`config.mk`:
```
export PLATFORM = sky130hd
export DESIGN_NAME = instr_fetch_decode_flat
export DESIGN_NICKNAME = d
export VERILOG_FILES = /design/src/rtl/instr_fetch_decode_pkg.sv /design/src/rtl/instr_fetch_decode_if.sv /design/src/rtl/instr_field_decode.sv /design/src/rtl/instr_fetch_decode.sv /design/src/flat_wrapper.sv
export SDC_FILE = /design/constraint.sdc
export NUM_CORES = 1
export LEC_CHECK = 0
export ABC_AREA = 1
export CORE_MARGIN = 5
export CORE_UTILIZATION = 35
export CTS_BUF_LIST = sky130_fd_sc_hd__clkbuf_4 sky130_fd_sc_hd__clkbuf_8
export DETAILED_ROUTE_END_ITERATION = 10
export GPL_TIMING_DRIVEN = 0
export PLACE_DENSITY = 0.85
export SLEW_MARGIN = 30
export SYNTH_ARGS = -nofsm -noshare
export SYNTH_HDL_FRONTEND = slang
export SYNTH_SLANG_ARGS = --single-unit
```
`constraint.sdc`:
```
create_clock -name clk -period 1.4 [get_ports clk]
set_clock_uncertainty 0.1 [all_clocks]
set_input_delay 0.21 -clock clk [delete_from_list [all_inputs] [get_ports clk]]
set_output_delay 0.21 -clock clk [all_outputs]
set_load 0.01 [all_outputs]
```
`src/rtl/instr_fetch_decode_pkg.sv`:
```
// instr_fetch_decode_pkg: opcodes, IR field positions and fetch FSM encodings
package instr_fetch_decode_pkg;
  localparam int OPCODE_WIDTH = 4;
  localparam logic [OPCODE_WIDTH-1:0] OP_JMP  = 4'h0;
  localparam logic [OPCODE_WIDTH-1:0] OP_JMPI = 4'h1;
  localparam logic [OPCODE_WIDTH-1:0] OP_ALU  = 4'h2;
  localparam logic [OPCODE_WIDTH-1:0] OP_ALUI = 4'h3;
  localparam logic [OPCODE_WIDTH-1:0] OP_BR   = 4'h4;
  localparam logic [OPCODE_WIDTH-1:0] OP_LD   = 4'h5;
  localparam logic [OPCODE_WIDTH-1:0] OP_ST   = 4'h6;
  localparam int IR_OP_LO  = 12;
  localparam int IR_RD_LO  = 9;
  localparam int IR_RS1_LO = 6;
  localparam int IR_RS2_LO = 3;
  localparam int REG_W     = 3;
  localparam int IMM6_W    = 6;
  localparam int IMM12_W   = 12;
  localparam logic [1:0] FS_IDLE = 2'd0;
  localparam logic [1:0] FS_REQ  = 2'd1;
  localparam logic [1:0] FS_WAIT = 2'd2;
  localparam logic [1:0] FS_DONE = 2'd3;
  function automatic logic is_defined(input logic [OPCODE_WIDTH-1:0] op);
    return op inside {OP_JMP, OP_JMPI, OP_ALU, OP_ALUI, OP_BR, OP_LD, OP_ST};
  endfunction
endpackage

```
`src/rtl/instr_fetch_decode_if.sv`:
```
// instr_fetch_decode_if: instruction memory read bus with req/ack handshake
interface instr_fetch_decode_if #(
  parameter int INSTR_W = 16,
  parameter int ADDR_W  = 16
);
  logic               mem_req;
  logic [ADDR_W-1:0]  mem_addr;
  logic               mem_ack;
  logic [INSTR_W-1:0] mem_rdata;
  modport master (output mem_req, output mem_addr, input mem_ack, input mem_rdata);
  modport slave (input mem_req, input mem_addr, output mem_ack, output mem_rdata);
endinterface

```
`src/rtl/instr_field_decode.sv`:
```
// instr_field_decode: combinational split of the IR into opcode, registers and immediates
module instr_field_decode
  import instr_fetch_decode_pkg::*;
#(
  parameter int INSTR_W = 16
) (
  input  logic [INSTR_W-1:0]      ir,
  output logic [OPCODE_WIDTH-1:0] codop,
  output logic [REG_W-1:0]        rd,
  output logic [REG_W-1:0]        rs1,
  output logic [REG_W-1:0]        rs2,
  output logic [INSTR_W-1:0]      imm6,
  output logic [INSTR_W-1:0]      imm12,
  output logic                    illegal
);
  assign codop   = ir[IR_OP_LO +: OPCODE_WIDTH];
  assign rd      = ir[IR_RD_LO +: REG_W];
  assign rs1     = ir[IR_RS1_LO +: REG_W];
  assign rs2     = ir[IR_RS2_LO +: REG_W];
  assign imm6    = {{(INSTR_W-IMM6_W){ir[IMM6_W-1]}}, ir[IMM6_W-1:0]};
  assign imm12   = {{(INSTR_W-IMM12_W){ir[IMM12_W-1]}}, ir[IMM12_W-1:0]};
  assign illegal = !is_defined(codop);
endmodule

```
`src/rtl/instr_fetch_decode.sv`:
```
// instr_fetch_decode: fetches one instruction word per strobe into the IR and decodes it
module instr_fetch_decode
  import instr_fetch_decode_pkg::*;
#(
  parameter int INSTR_W = 16,
  parameter int ADDR_W  = 16,
  parameter int TIMEOUT = 16
) (
  input  logic                    clk,
  input  logic                    reset,
  input  logic                    fetch_start,
  input  logic [ADDR_W-1:0]       pc,
  instr_fetch_decode_if.master    bus,
  output logic                    busy,
  output logic                    ir_valid,
  output logic [OPCODE_WIDTH-1:0] codop,
  output logic [REG_W-1:0]        rd,
  output logic [REG_W-1:0]        rs1,
  output logic [REG_W-1:0]        rs2,
  output logic [INSTR_W-1:0]      imm6,
  output logic [INSTR_W-1:0]      imm12,
  output logic                    illegal,
  output logic                    fault
);
  localparam int CNT_W = $clog2(TIMEOUT) + 1;
  logic [1:0]         state;
  logic [CNT_W-1:0]   cnt;
  logic [INSTR_W-1:0] ir;
  logic [ADDR_W-1:0]  addr;
  logic               timed_out;
  assign timed_out    = cnt == CNT_W'(TIMEOUT - 1);
  assign bus.mem_req  = state == FS_REQ || state == FS_WAIT;
  assign bus.mem_addr = addr;
  assign busy         = bus.mem_req;
  assign ir_valid     = state == FS_DONE;
  // Fetch sequencing: an ack in WAIT beats a timeout on the same cycle
  always_ff @(posedge clk) begin
    if (reset) begin
      state <= FS_IDLE;
      cnt   <= '0;
      ir    <= '0;
      addr  <= '0;
      fault <= 1'b0;
    end else begin
      case (state)
        FS_IDLE: if (fetch_start && !fault) begin
          addr  <= pc;
          state <= FS_REQ;
        end
        FS_REQ: begin
          cnt   <= '0;
          state <= FS_WAIT;
        end
        FS_WAIT: if (bus.mem_ack) begin
          ir    <= bus.mem_rdata;
          cnt   <= '0;
          state <= FS_DONE;
        end else if (timed_out) begin
          fault <= 1'b1;
          cnt   <= '0;
          state <= FS_IDLE;
        end else begin
          cnt <= cnt + 1'b1;
        end
        default: state <= FS_IDLE;
      endcase
    end
  end
  instr_field_decode #(.INSTR_W(INSTR_W)) u_dec (
    .ir      (ir),
    .codop   (codop),
    .rd      (rd),
    .rs1     (rs1),
    .rs2     (rs2),
    .imm6    (imm6),
    .imm12   (imm12),
    .illegal (illegal)
  );
endmodule

```
`src/flat_wrapper.sv`:
```
// flat-port wrapper written by rule: the top's interface ports become plain ports
module instr_fetch_decode_flat import instr_fetch_decode_pkg::*;
#(
  parameter int INSTR_W = 16,
  parameter int ADDR_W  = 16,
  parameter int TIMEOUT = 16
)
  (clk, reset, fetch_start, pc, busy, ir_valid, codop, rd, rs1, rs2, imm6, imm12, illegal, fault, bus_mem_req, bus_mem_addr, bus_mem_ack, bus_mem_rdata);
  instr_fetch_decode_if #(.INSTR_W(INSTR_W), .ADDR_W(ADDR_W)) bus_i ();
  input  logic clk;
  input  logic reset;
  input  logic fetch_start;
  input  logic [ADDR_W-1:0] pc;
  output logic busy;
  output logic ir_valid;
  output logic [OPCODE_WIDTH-1:0] codop;
  output logic [REG_W-1:0] rd;
  output logic [REG_W-1:0] rs1;
  output logic [REG_W-1:0] rs2;
  output logic [INSTR_W-1:0] imm6;
  output logic [INSTR_W-1:0] imm12;
  output logic illegal;
  output logic fault;
  output wire logic [$bits(bus_i.mem_req)-1:0] bus_mem_req;
  output wire logic [$bits(bus_i.mem_addr)-1:0] bus_mem_addr;
  input wire logic [$bits(bus_i.mem_ack)-1:0] bus_mem_ack;
  input wire logic [$bits(bus_i.mem_rdata)-1:0] bus_mem_rdata;
  assign bus_mem_req = bus_i.mem_req;
  assign bus_mem_addr = bus_i.mem_addr;
  assign bus_i.mem_ack = bus_mem_ack;
  assign bus_i.mem_rdata = bus_mem_rdata;
  instr_fetch_decode #(.INSTR_W(INSTR_W), .ADDR_W(ADDR_W), .TIMEOUT(TIMEOUT)) u_core (.clk(clk), .reset(reset), .fetch_start(fetch_start), .pc(pc), .bus(bus_i), .busy(busy), .ir_valid(ir_valid), .codop(codop), .rd(rd), .rs1(rs1), .rs2(rs2), .imm6(imm6), .imm12(imm12), .illegal(illegal), .fault(fault));
endmodule
```
==> summary by stage, run 1 <==
Placement
The number of placed instances, taps included is 400. The HPWL after detailed placement is 3918 µm. The instance area after placement is between 2000 and 3000 µm². Routability-driven placement finished with a final weighted congestion of roughly 0.78. During placement, the flow inserted port buffers numbering around 100. The setup slack at placement is -0.2708 ns.

Synth
In the synthesized netlist, the cells that appear most often are dfxtp_1, nor2_1, buf_4. By area, the combinational part of the netlist is dominated by buffers and inverters. Among all flip-flop cells after synthesis, the most frequent one is dfxtp_1. The fraction of synthesis flops using an asynchronous set or reset pin is 0%. The synthesized area per cell is roughly 7.9 µm². The synthesized netlist cell count is roughly 230. The number of different library cells used by synthesis comes to 27. The cell type with the largest total area after synthesis is dfxtp_1. The synthesized-area fraction occupied by ao, oa, aoi and oai cells is between 15 and 20%. The sequential area share after synthesis is about 44%. The mapped netlist covers between 1500 and 2000 µm². The register bit total from synthesis is 40. The count of warnings emitted by yosys is 0. Summing the areas of all xor and xnor instances in the mapped netlist gives less than 1% of the synthesized area. By area the synthesized netlist is led by dfxtp_1, buf_4, nor2_1. The total nets after synthesis is roughly 270. In the post-synthesis netlist, the cell with the most instances is dfxtp_1. The number of flops mapped to enable cells by yosys is 0. The simple-gate area share of the yosys netlist is between 10% and 20%. In the synthesized netlist, mux cells make up 0% of the area. Summing the areas of all fa, ha and maj instances in the mapped netlist gives between 2 and 3% of the synthesized area. After synthesis, the largest area contributor takes up between 40 and 50% of total cell area.

STA
The time the worst path needs with I/O delays and setup is between 1 and 1.5 ns. The max-slew violation count is 0. The fmax is slightly below 700 MHz. The final critical-path share of the clock period is 105.0%.

Setup repair after global routing could not meet its margin everywhere. The number of failing setup endpoints in the final timing report is 13. After routing, the total negative slack on setup checks comes to -0.3647 ns. The worst slew margin relative to its limit is between 80% and 90%. The final worst setup slack is -0.06931 ns. The hold violation count in the final report is 0.

The transition time at the pin with the least slew margin is between 0.2 and 0.3 ns.

Clock network
In this run, post-CTS hold repair placed 0 buffers. CTS saw 40 sinks. The maximum root-to-sink buffer count is 2. In this run the number of H-tree levels came out at 2.

TritonCTS built the clock tree. Clock tree synthesis selected as its root buffer the cell clkbuf_8. The CTS clock-pin slew for the worst setup and hold paths is 0.08 ns. The clock reaches the later pin of the worst-skew pair after 0.29 ns.

Buffers inserted during clock tree synthesis total 5.

Setup path
STA classifies the critical path endpoint as an output pin. Across all register-to-register paths, the minimum setup slack is -0.04 ns. For the worst setup path, the data arrival time is approximately 1.2 ns.

The endpoint required time on the critical path is 1.09 ns. The type of element launching the critical path is a flip-flop. The capture instance of the worst register-to-register path is u_core.cnt[3]$_SDFFE_PP0P_.

The worst register-to-register path begins at u_core.state[0]$_SDFFE_PP0P_. The depth of the worst register-to-register path is 9. The top fanout value on the critical path is 2. The setup path with the least slack is of type reg -> out.

Global routing
The wire length of the first global-routing pass is 8224 µm. The via count of the first global-routing pass is 1834. The initial antenna violation count is 0.

The global-route usage over all layers is between 10% and 20%. The pin count of the biggest net entering global routing is 13. The total overflow left after global routing is 0.

Min path
The worst hold path stage count is 2. The worst hold path terminates at u_core.bus.mem_addr[6]$_SDFFE_PP0P_. In this run the worst hold path is classified as reg -> reg. The startpoint identified for the worst hold timing path is u_core.bus.mem_addr[6]$_SDFFE_PP0P_.

Layout
The number of diodes is 0. After the flow finishes, the layout carries non-filler instances totaling about 420. The share of the core filled with cells is 63.91%. For this run, the post-layout net count is slightly below 400.

After filler insertion, the fill cell instance count of the layout stands at roughly 440. Compared with the post-synthesis result, the final layout area differs by 78.39%. Of the cells placed in the final design, the portion with a size suffix greater than 1 is 30.68%. The cell area after layout is between 3000 and 4000 µm².

Die
~100 I/O pins were placed. From left edge to right edge, the die measures 82.07 µm. From bottom edge to top edge, the die measures 82.07 µm.

In this run the standard cell core region covers between 5000 and 6000 µm². The floorplan step defined a die boundary enclosing between 6000 and 7000 µm². In this run the core area contains 26 standard-cell rows. The effective utilization at floorplan is 35.82%.

Drt
The remaining antenna violation count is 0. The first-pass iteration count of the detailed router is 4. For this run, design rule violations remaining after detail routing come to 0.

The overall via count from detail_route is around 1900. In the final routed layout, each cell accounts on average for 13.35 µm. After detailed routing, the total wire length is about 5600 µm. The detailed router finished its first iteration with 33 violations. Dividing the detail-routed via count by the number of cells gives 4.393.

Job
The max-cap check violation count is 0.

Pwr
The worst voltage drop across the vdd grid is around 780 µV. In this run the static leakage power is approximately 0.0016 µW. The power density of the placed cells is 1763 nW/µm².

Outcome
The checks that failed: setup timing. The run finished, with violations left.
worst max-delay path by stage:
stage	from	end	slack (ns)	cells after the start
3_3_place_gp	u_core.state[0]$_SDFFE_PP0P_	busy	-0.26	4
2_1_floorplan	u_core.state[0]$_SDFFE_PP0P_	u_core.cnt[3]$_SDFFE_PP0P_	0.06	6
3_5_place_dp	u_core.state[0]$_SDFFE_PP0P_	busy	-0.27	4
6_report	u_core.state[0]$_SDFFE_PP0P_	bus_mem_req	-0.07	4
5_1_grt	u_core.state[0]$_SDFFE_PP0P_	u_core.cnt[3]$_SDFFE_PP0P_	-0.13	9
4_1_cts	u_core.state[0]$_SDFFE_PP0P_	u_core.cnt[3]$_SDFFE_PP0P_	-0.08	7
state kept, by name, summed over array words and instances, names as in the netlist:
register	cells
u_core.cnt	5
u_core.fault	1
u_core.state	2
u_core.bus.mem_addr	16
u_core.ir	16
cell type report:
class	instances	area (µm²)	share of cell area (%)
clock buffers	6	76.32	2.353
plain buffers	38	335.3	10.34
multi-input cells	124	695.7	21.45
well taps	70	87.58	2.701
repair buffers	115	1081	33.33
flip-flops and latches	40	823.3	25.39
inverters	27	108.9	3.356
clock inverters	2	35.03	1.080
layout by cell type, fill, tap and decap left out:
| cell type | netlist | routed |
|---|---|---|
| ha_1 | 4 | 1 |
| clkbuf_4 | 1 | 2 |
| o21ai_2 | 0 | 1 |
| xor2_1 | 1 | 1 |
| a31o_2 | 1 | 1 |
| nand4_1 | 2 | 2 |
| a21oi_1 | 23 | 21 |
| bufinv_16 | 0 | 1 |
| buf_6 | 1 | 25 |
| inv_2 | 2 | 4 |
| dfxtp_4 | 0 | 3 |
| dfxtp_2 | 0 | 9 |
| nand2_4 | 1 | 2 |
| buf_8 | 0 | 1 |
| inv_4 | 0 | 1 |
| nor3_1 | 2 | 2 |
| xnor2_1 | 1 | 1 |
| clkbuf_8 | 0 | 5 |
| nand2_2 | 1 | 1 |
| buf_12 | 1 | 3 |
| clkdlybuf4s15_1 | 0 | 1 |
| a21oi_2 | 0 | 2 |
| clkinv_2 | 0 | 1 |
| nor2_1 | 36 | 36 |
| buf_4 | 30 | 29 |
| nand2_1 | 12 | 12 |
| nand3_2 | 1 | 2 |
| ha_4 | 0 | 3 |
| nand3_4 | 0 | 1 |
| inv_1 | 24 | 21 |
| dfxtp_1 | 40 | 28 |
| o21ai_1 | 16 | 18 |
| dlygate4sd2_1 | 0 | 49 |
| nand3_1 | 3 | 1 |
| nor2_4 | 1 | 1 |
| buf_2 | 3 | 6 |
| clkbuf_2 | 2 | 3 |
| o21ai_0 | 18 | 15 |
| inv_6 | 1 | 1 |
| clkdlybuf4s50_1 | 0 | 35 |
stage by stage:
step | hold slack, ns | total power, µW
after floorplan | 0.1791 | 3136
after global placement | 0.3296 | 4305
after detailed placement | 0.3348 | 4384
after CTS | 0.3441 | 5403
after global routing | 0.3682 | 6119
final | 0.3405 | 5717
power breakdown:
part	total [µW]	internal, µW	switching [µW]
combinational	3130	1730	1400
clock	947	549	398
sequential	1640	1450	192
total	5720	3720	1990
routing by layer:
metal	vias to the layer above	GRT usage (%)	wire length (µm)
met3	11	7.018	636
met2	85	28.03	2776
met4	0	6.146	91
met5	-	0	0
li1	949	-	-
met1	809	16.29	2129
critical path: stages (launching register included):
cell	delay [ns]
dfxtp_4	0.37
inv_4	0.04
ha_4	0.23
buf_6	0.12
buf_6	0.11
what timing repair did:
item                       4_1_cts  5_1_grt
setup endpoints to repair       93       34
resized for setup              138       43
gates cloned                     1        0
buffers inserted                10        4
pin swaps                        4        9
cell families (layout without fill, tap and decap cells):
logic type / count (synthesis) / after routing
buffers and inverters: 66 / 188
xor gates and xnor gates: 2 / 2
and+or+nand+nor: 59 / 60
AOI/OAI and AO/OA: 58 / 58
DFF: 40 / 40
adders and majority gates: 4 / 4
Note: power is estimated with default switching activity, not from simulation.
==> run 2: changes to the inputs <==
--- a/config.mk
+++ b/config.mk
@@ -6,12 +6,12 @@
 export NUM_CORES = 1
 export LEC_CHECK = 0
 export ABC_AREA = 1
-export CORE_MARGIN = 5
 export CORE_UTILIZATION = 35
 export CTS_BUF_LIST = sky130_fd_sc_hd__clkbuf_4 sky130_fd_sc_hd__clkbuf_8
 export DETAILED_ROUTE_END_ITERATION = 10
 export GPL_TIMING_DRIVEN = 0
 export PLACE_DENSITY = 0.85
+export RECOVER_POWER = 50
 export SLEW_MARGIN = 30
 export SYNTH_ARGS = -nofsm -noshare
 export SYNTH_HDL_FRONTEND = slang
==> summary by stage, run 2 (synthesized netlist as in run 1, its figures left out) <==
Outcome
Result of the run: complete, but fails checks (unchanged). Violations in the final reports: setup timing (unchanged).

Clock network
The number of buffers created by CTS came to 5 (unchanged). The sink count of the clock tree is 40 (unchanged). The cell at the root of the clock tree is clkbuf_8 (unchanged). The clock network latency to the later pin of the worst-skew pair was 0.29 ns (about the same). The CTS clock-pin slew for the worst setup and hold paths is 0.08 ns (about the same). The maximum root-to-sink buffer count is 2 (unchanged). The clock tree from TritonCTS is built (unchanged). The number of levels in the clock H-tree is 2 (unchanged).

STA
The number of failing setup endpoints in the final timing report came to 1 (was 13). The worst slew margin relative to its limit is 83.32% (was 80.90%). Setup repair after global routing missed its margin: true (unchanged). The smallest hold slack came to 0.3384 ns (was 0.3405 ns). The hold violation count in the final report was 0 (unchanged). The transition time at the pin with the least slew margin came to 0.2494 ns (was 0.2856 ns).

The fmax is 684.4 MHz (was 680.6 MHz). The time the worst path needs with I/O delays and setup is 1.461 ns (was 1.469 ns). The final worst setup slack was -0.06118 ns (was -0.06931 ns). The final critical-path share of the clock period is 104.4% (was 105.0%). The max-slew violation count is 0 (unchanged).

Placement
The instance area after placement is 2934 µm² (was 2938 µm²). The quantity of I/O buffers inserted on ports came to 101 (unchanged). The final estimated routing congestion in global placement is 0.7391 (was 0.7753). The total half-perimeter wirelength after legalization and detailed placement is 3503 µm (was 3918 µm).

Drt
The remaining routing DRC violations is 0 (unchanged). The average wire length per cell after detail routing is 11.11 µm (was 13.35 µm). The DRC violation total after the first TritonRoute iteration is 56 (was 33). The overall via count from detail_route came to 1830 (was 1854). The total wire length after detailed routing is 4610 µm (was 5633 µm).

The remaining antenna violation count came to 0 (unchanged). The highest metal layer with signal wires is met4 (unchanged). The first-pass iteration count of the detailed router was 4 (unchanged).

The met3 routed wirelength was 496 µm (was 636 µm). The vias per cell came to 4.410 (was 4.393). The routed wire length on met2 is 2268 µm (was 2776 µm). The sum of routed wire segments on met1 is 1823 µm (was 2129 µm).

Setup path
The kind of end point of the critical path was an output pin (unchanged). The cell family with the largest share of critical-path delay is flip-flops (unchanged). The slowest library cell on the worst path is dfxtp_2 (was dfxtp_4). The arrival time of data at the critical path endpoint came to 1.15 ns (was 1.16 ns).

The largest stage delay on the critical path is 0.36 ns (was 0.37 ns). The type of element launching the critical path is a flip-flop (unchanged). The top fanout value on the critical path is 3 (was 2). The endpoint required time on the critical path was 1.09 ns (about the same). The most frequent cell on the critical path is buf_6 (unchanged). The critical path class is reg -> out (unchanged).

The number of buffers and inverters on the critical path came to 3 (unchanged). Cells traversed along the worst timing path: inv_4 > ha_4 > buf_6 > buf_6 (unchanged).

Layout
The filler cell count came to 445 (was 441). The number of diodes is 0 (unchanged). The share of the core filled with cells came to 62.94% (was 63.91%).

The cell area after layout is 3052 µm² (was 3243 µm²). The fraction of final layout cells sized beyond drive strength 1 is 27.30% (was 30.68%). The most common cell after layout, fill and taps aside is dlygate4sd2_1 (unchanged). The number of nets at the end of the flow is 387 (was 391).

Highest-count cells in the layout ignoring fill and taps: dlygate4sd2_1, buf_4, nor2_1 (was dlygate4sd2_1, nor2_1, clkdlybuf4s50_1). The growth of design area from synthesis to finish came to 67.86% (was 78.39%).

Die
The width of the die is 74.07 µm (was 82.07 µm). The area of the core is 4848 µm² (was 5075 µm²). The number of I/O pins came to 102 (unchanged). The height of the die is 74.07 µm (was 82.07 µm). The number of standard-cell rows in the floorplan is 25 (was 26). The die outline area is 5486 µm² (was 6735 µm²). The effective utilization at floorplan is 37.50% (was 35.82%).

Global routing
The wire length of the first global-routing pass came to 7072 µm (was 8224 µm). The remaining global-route overflow is 0 (unchanged). The global-route usage over all layers is 16.89% (was 15.84%).

The pin count of the biggest net entering global routing is 13 (unchanged). The initial antenna violation count is 0 (unchanged). The via count of the first global-routing pass came to 1621 (was 1834).

Min path
The class of the tightest hold or removal check is reg -> reg (unchanged).

Pwr
The worst voltage drop across the vdd grid was 788.2 µV (was 777.6 µV). The power density of the placed cells was 1703 nW/µm² (was 1763 nW/µm²). The standby leakage power was 0.001539 µW (was 0.001595 µW).

Job
The max-cap check violation count was 0 (unchanged).
-- run 2: cell types whose count changed in the layout (fill, tap and decap cells not counted), moves of 2 or more --
cell / before / now
dfxtp_1: 28 / 31
ha_2: 0 / 2
o21ai_0: 15 / 17
dfxtp_2: 9 / 7
buf_4: 29 / 37
buf_6: 25 / 7
nand3_1: 1 / 3
ha_4: 3 / 1
a21oi_2: 2 / 0
a21oi_1: 21 / 23
buf_2: 6 / 13
-- run 2: per-stage QoR --
stage	worst slack [ns]	instances	TNS (ns)	total power, µW
2_1_floorplan	0.06453	229	0	3136
4_1_cts	-0.1172	409	-0.1172	5094
6_report	-0.06118	415	-0.06118	5197
3_3_place_gp	-0.2550	397	-4.899	4279
5_1_grt	-0.1122	415	-0.5838	5613
3_5_place_dp	-0.2728	397	-5.494	4349
-- run 2: worst paths after layout --
path	slack [ns]	cells past startpoint	end	from
worst min-delay path	0.34	2	u_core.bus.mem_addr[1]$_SDFFE_PP0P_	u_core.bus.mem_addr[1]$_SDFFE_PP0P_
worst max register to register	0.01	7	u_core.state[0]$_SDFFE_PP0P_	u_core.state[1]$_SDFFE_PP0P_
worst min register to register	0.34	2	u_core.bus.mem_addr[1]$_SDFFE_PP0P_	u_core.bus.mem_addr[1]$_SDFFE_PP0P_
worst max-delay path	-0.06	4	busy	u_core.state[0]$_SDFFE_PP0P_
-- run 2: layer usage --
layer / GRT usage (%) / vias up
met1: 17.49 / 804
met4: 5.769 / 0
met2: 31.62 / 90
met3: 5.691 / 4
met5: 0 / -
li1: - / 932
-- run 2: worst min-delay path, delay by kind of cell, from the launching register on --
family | cells | cell delay [ns]
flops | 1 | 0.31
buf+inv | 1 | 0.04
compound gates | 1 | 0.04
-- run 2: cell type report --
| class | count | area, µm² | area share (%) |
|---|---|---|---|
| Timing Repair Buffer | 110 | 973.4 | 31.90 |
| Clock buffer | 6 | 76.32 | 2.501 |
| Inverter | 27 | 108.9 | 3.567 |
| Buffer | 39 | 315.3 | 10.33 |
| Tap cell | 67 | 83.83 | 2.747 |
| Multi-Input combinational cell | 124 | 641.9 | 21.03 |
| Clock inverter | 2 | 35.03 | 1.148 |
| Sequential cell | 40 | 817.0 | 26.77 |
-- run 2: timing repair --
action / in CTS / in global routing
gates cloned: 0 / 1
pin swaps: 0 / 3
hold buffers: 0 / 0
buffers inserted: 4 / 5
gates resized for setup: 131 / 15
hold endpoints to repair: 0 / 0
endpoints found under the setup margin: 93 / 32
-- run 2: where the power goes --
group	switching [µW]	internal [µW]	leakage (µW)
logic	1200	1440	0.00115
registers	183	1440	0.000332
clock network	387	548	0.0000586
total	1770	3430	0.00154
==> run 3: changes to the inputs <==
--- a/config.mk
+++ b/config.mk
@@ -6,11 +6,12 @@
 export NUM_CORES = 1
 export LEC_CHECK = 0
 export ABC_AREA = 1
-export CORE_UTILIZATION = 35
+export CORE_UTILIZATION = 36
 export CTS_BUF_LIST = sky130_fd_sc_hd__clkbuf_4 sky130_fd_sc_hd__clkbuf_8
+export CTS_CLUSTER_DIAMETER = 60
 export DETAILED_ROUTE_END_ITERATION = 10
 export GPL_TIMING_DRIVEN = 0
-export PLACE_DENSITY = 0.85
+export PLACE_DENSITY = 0.87
 export RECOVER_POWER = 50
 export SLEW_MARGIN = 30
 export SYNTH_ARGS = -nofsm -noshare
==> summary by stage, run 3 (synthesized netlist as in run 1, its figures left out) <==
Outcome
Result of the run: complete, but fails checks (unchanged). Violations in the final reports: setup timing (unchanged).

STA
Setup repair after global routing missed its margin: true (unchanged). The final worst setup slack came to -0.05476 ns (was -0.06118 ns). The hold violation count in the final report is 0 (unchanged). The worst slew margin relative to its limit was 82.82% (was 83.32%). The transition time at the pin with the least slew margin was 0.2568 ns (was 0.2494 ns). The max-slew violation count was 0 (unchanged). The final critical-path share of the clock period is 103.9% (was 104.4%).

The time the worst path needs with I/O delays and setup is 1.455 ns (was 1.461 ns). The number of failing setup endpoints in the final timing report is 3 (was 1). The fmax came to 687.4 MHz (was 684.4 MHz).

The sum of negative setup slack is -0.06776 ns (was -0.06118 ns).

Placement
The quantity of I/O buffers inserted on ports is 101 (unchanged). The final estimated routing congestion in global placement is 0.7188 (was 0.7391). The number of placed instances, taps included was 397 (unchanged). The total half-perimeter wirelength after legalization and detailed placement came to 3471 µm (was 3503 µm). The instance area after placement is 2934 µm² (unchanged).

Setup path
The type of element launching the critical path is a flip-flop (unchanged). The register-to-register path setup slack was 0 ns (was 0.01 ns). The endpoint required time on the critical path is 1.09 ns (about the same). The top fanout value on the critical path is 4 (was 3). The critical path class is reg -> out (unchanged). The kind of end point of the critical path is an output pin (unchanged). The arrival time of data at the critical path endpoint came to 1.14 ns (was 1.15 ns).

Die
The number of standard-cell rows in the floorplan is 25 (unchanged). The die outline area is 5338 µm² (was 5486 µm²). The number of I/O pins is 102 (unchanged). The effective utilization at floorplan is 37.99% (was 37.50%). The width of the die was 73.07 µm (was 74.07 µm).

The height of the die is 73.07 µm (was 74.07 µm). The area of the core is 4786 µm² (was 4848 µm²).

Global routing
The wire length of the first global-routing pass is 7231 µm (was 7072 µm). The via count of the first global-routing pass came to 1642 (was 1621). The pin count of the biggest net entering global routing came to 12 (was 13). The initial antenna violation count is 0 (unchanged). The global-route usage over all layers is 17.66% (was 16.89%).

The remaining global-route overflow was 0 (unchanged).

Clock network
The CTS clock-pin slew for the worst setup and hold paths was 0.07 ns (was 0.08 ns). The sink count of the clock tree is 40 (unchanged). The clock network latency to the later pin of the worst-skew pair came to 0.28 ns (was 0.29 ns). The number of levels in the clock H-tree came to 2 (unchanged).

The quantity of hold-fixing buffers added after cts came to 0 (unchanged). The clock tree from TritonCTS is built (unchanged). The number of buffers created by CTS is 5 (unchanged). The cell at the root of the clock tree is clkbuf_8 (unchanged). The maximum root-to-sink buffer count came to 2 (unchanged).

Pwr
The standby leakage power is 0.001511 µW (was 0.001539 µW). The worst voltage drop across the vdd grid is 828.9 µV (was 788.2 µV). The power density of the placed cells was 1666 nW/µm² (was 1703 nW/µm²).

Drt
The total wire length after detailed routing came to 4702 µm (was 4610 µm). The vias per cell came to 4.400 (was 4.410). The first-pass iteration count of the detailed router was 4 (unchanged).

The DRC violation total after the first TritonRoute iteration is 94 (was 56). The remaining antenna violation count is 0 (unchanged). The remaining routing DRC violations is 0 (unchanged).

The overall via count from detail_route is 1804 (was 1830). The average wire length per cell after detail routing is 11.47 µm (was 11.11 µm).

Min path
The class of the tightest hold or removal check is reg -> reg (unchanged).

Layout
The most common cell after layout, fill and taps aside is dlygate4sd2_1 (unchanged). The cell area after layout is 2993 µm² (was 3052 µm²). The number of nets at the end of the flow was 383 (was 387). The final cell count without fillers is 410 (was 415). The fraction of final layout cells sized beyond drive strength 1 was 25.66% (was 27.30%).

Highest-count cells in the layout ignoring fill and taps: dlygate4sd2_1, clkdlybuf4s50_1, nor2_1 (was dlygate4sd2_1, buf_4, nor2_1). The growth of design area from synthesis to finish is 64.62% (was 67.86%). The number of diodes is 0 (unchanged).

Job
The max-cap check violation count came to 0 (unchanged).
==> run 3: cell types whose count changed in the layout (fill, tap and decap cells not counted), moves of 2 or more <==
cell	previous run	this run
buf_4	37	32
clkbuf_2	3	6
buf_2	13	11
clkbuf_8	6	8
dfxtp_1	31	33
dfxtp_2	7	5
nor2_1	36	34
nor2_2	0	2
o21ai_0	17	15
o21ai_1	17	19
==> run 3: where the power goes <==
group	internal (µW)	switching (µW)
combinational	1350	1210
clock	439	364
sequential	1440	184
==> run 3: worst paths after layout <==
check / from / end / cells after the start
max: u_core.state[0]$_SDFFE_PP0P_ / busy / 4
min: u_core.bus.mem_addr[4]$_SDFFE_PP0P_ / u_core.bus.mem_addr[4]$_SDFFE_PP0P_ / 2
max reg2reg: u_core.state[1]$_SDFFE_PP0P_ / u_core.state[0]$_SDFFE_PP0P_ / 7
min reg2reg: u_core.bus.mem_addr[4]$_SDFFE_PP0P_ / u_core.bus.mem_addr[4]$_SDFFE_PP0P_ / 2
==> run 3: what timing repair did <==
action                     CTS  global route
gates cloned                 1             0
pin swaps                    1             1
gates resized for setup    121            22
setup endpoints to repair   94            35
buffers inserted             6             0
==> run 3: worst max-delay path, stage by stage (launching register included) <==
cell,delay [ns]
dfxtp_2,0.36
inv_4,0.05
ha_4,0.28
buf_6,0.09
buf_6,0.08
==> run 3: cell type report <==
| type | instances | area [µm²] |
|---|---|---|
| inverters | 27 | 108.9 |
| flip-flops and latches | 40 | 814.5 |
| plain buffers | 39 | 312.8 |
| clock buffers | 7 | 96.34 |
| fillers | 443 | 1793 |
| multi-input cells | 124 | 644.4 |
| repair buffers | 106 | 932.1 |
| well taps | 67 | 83.83 |
==> run 3: routing by layer <==
metal / up-vias / wire [µm] / global-route usage, %
li1: 927 / - / -
met1: 800 / 1790 / 18.10
met2: 71 / 2439 / 34.47
met3: 6 / 417 / 4.558
met4: 0 / 55 / 5.447
met5: - / 0 / 0
==> run 3: metrics by stage <==
stage                     util [%]  worst slack (ns)  hold WS (ns)  power [µW]
after floorplan                  -           0.06453        0.1791        3136
after global placement       61.31           -0.2512        0.3298        4271
after detailed placement     61.31           -0.2893        0.3355        4364
after CTS                    62.95           -0.1066        0.3444        4966
after global routing         62.54          -0.09454        0.3541        5347
final                        62.54          -0.05476        0.3416        4986
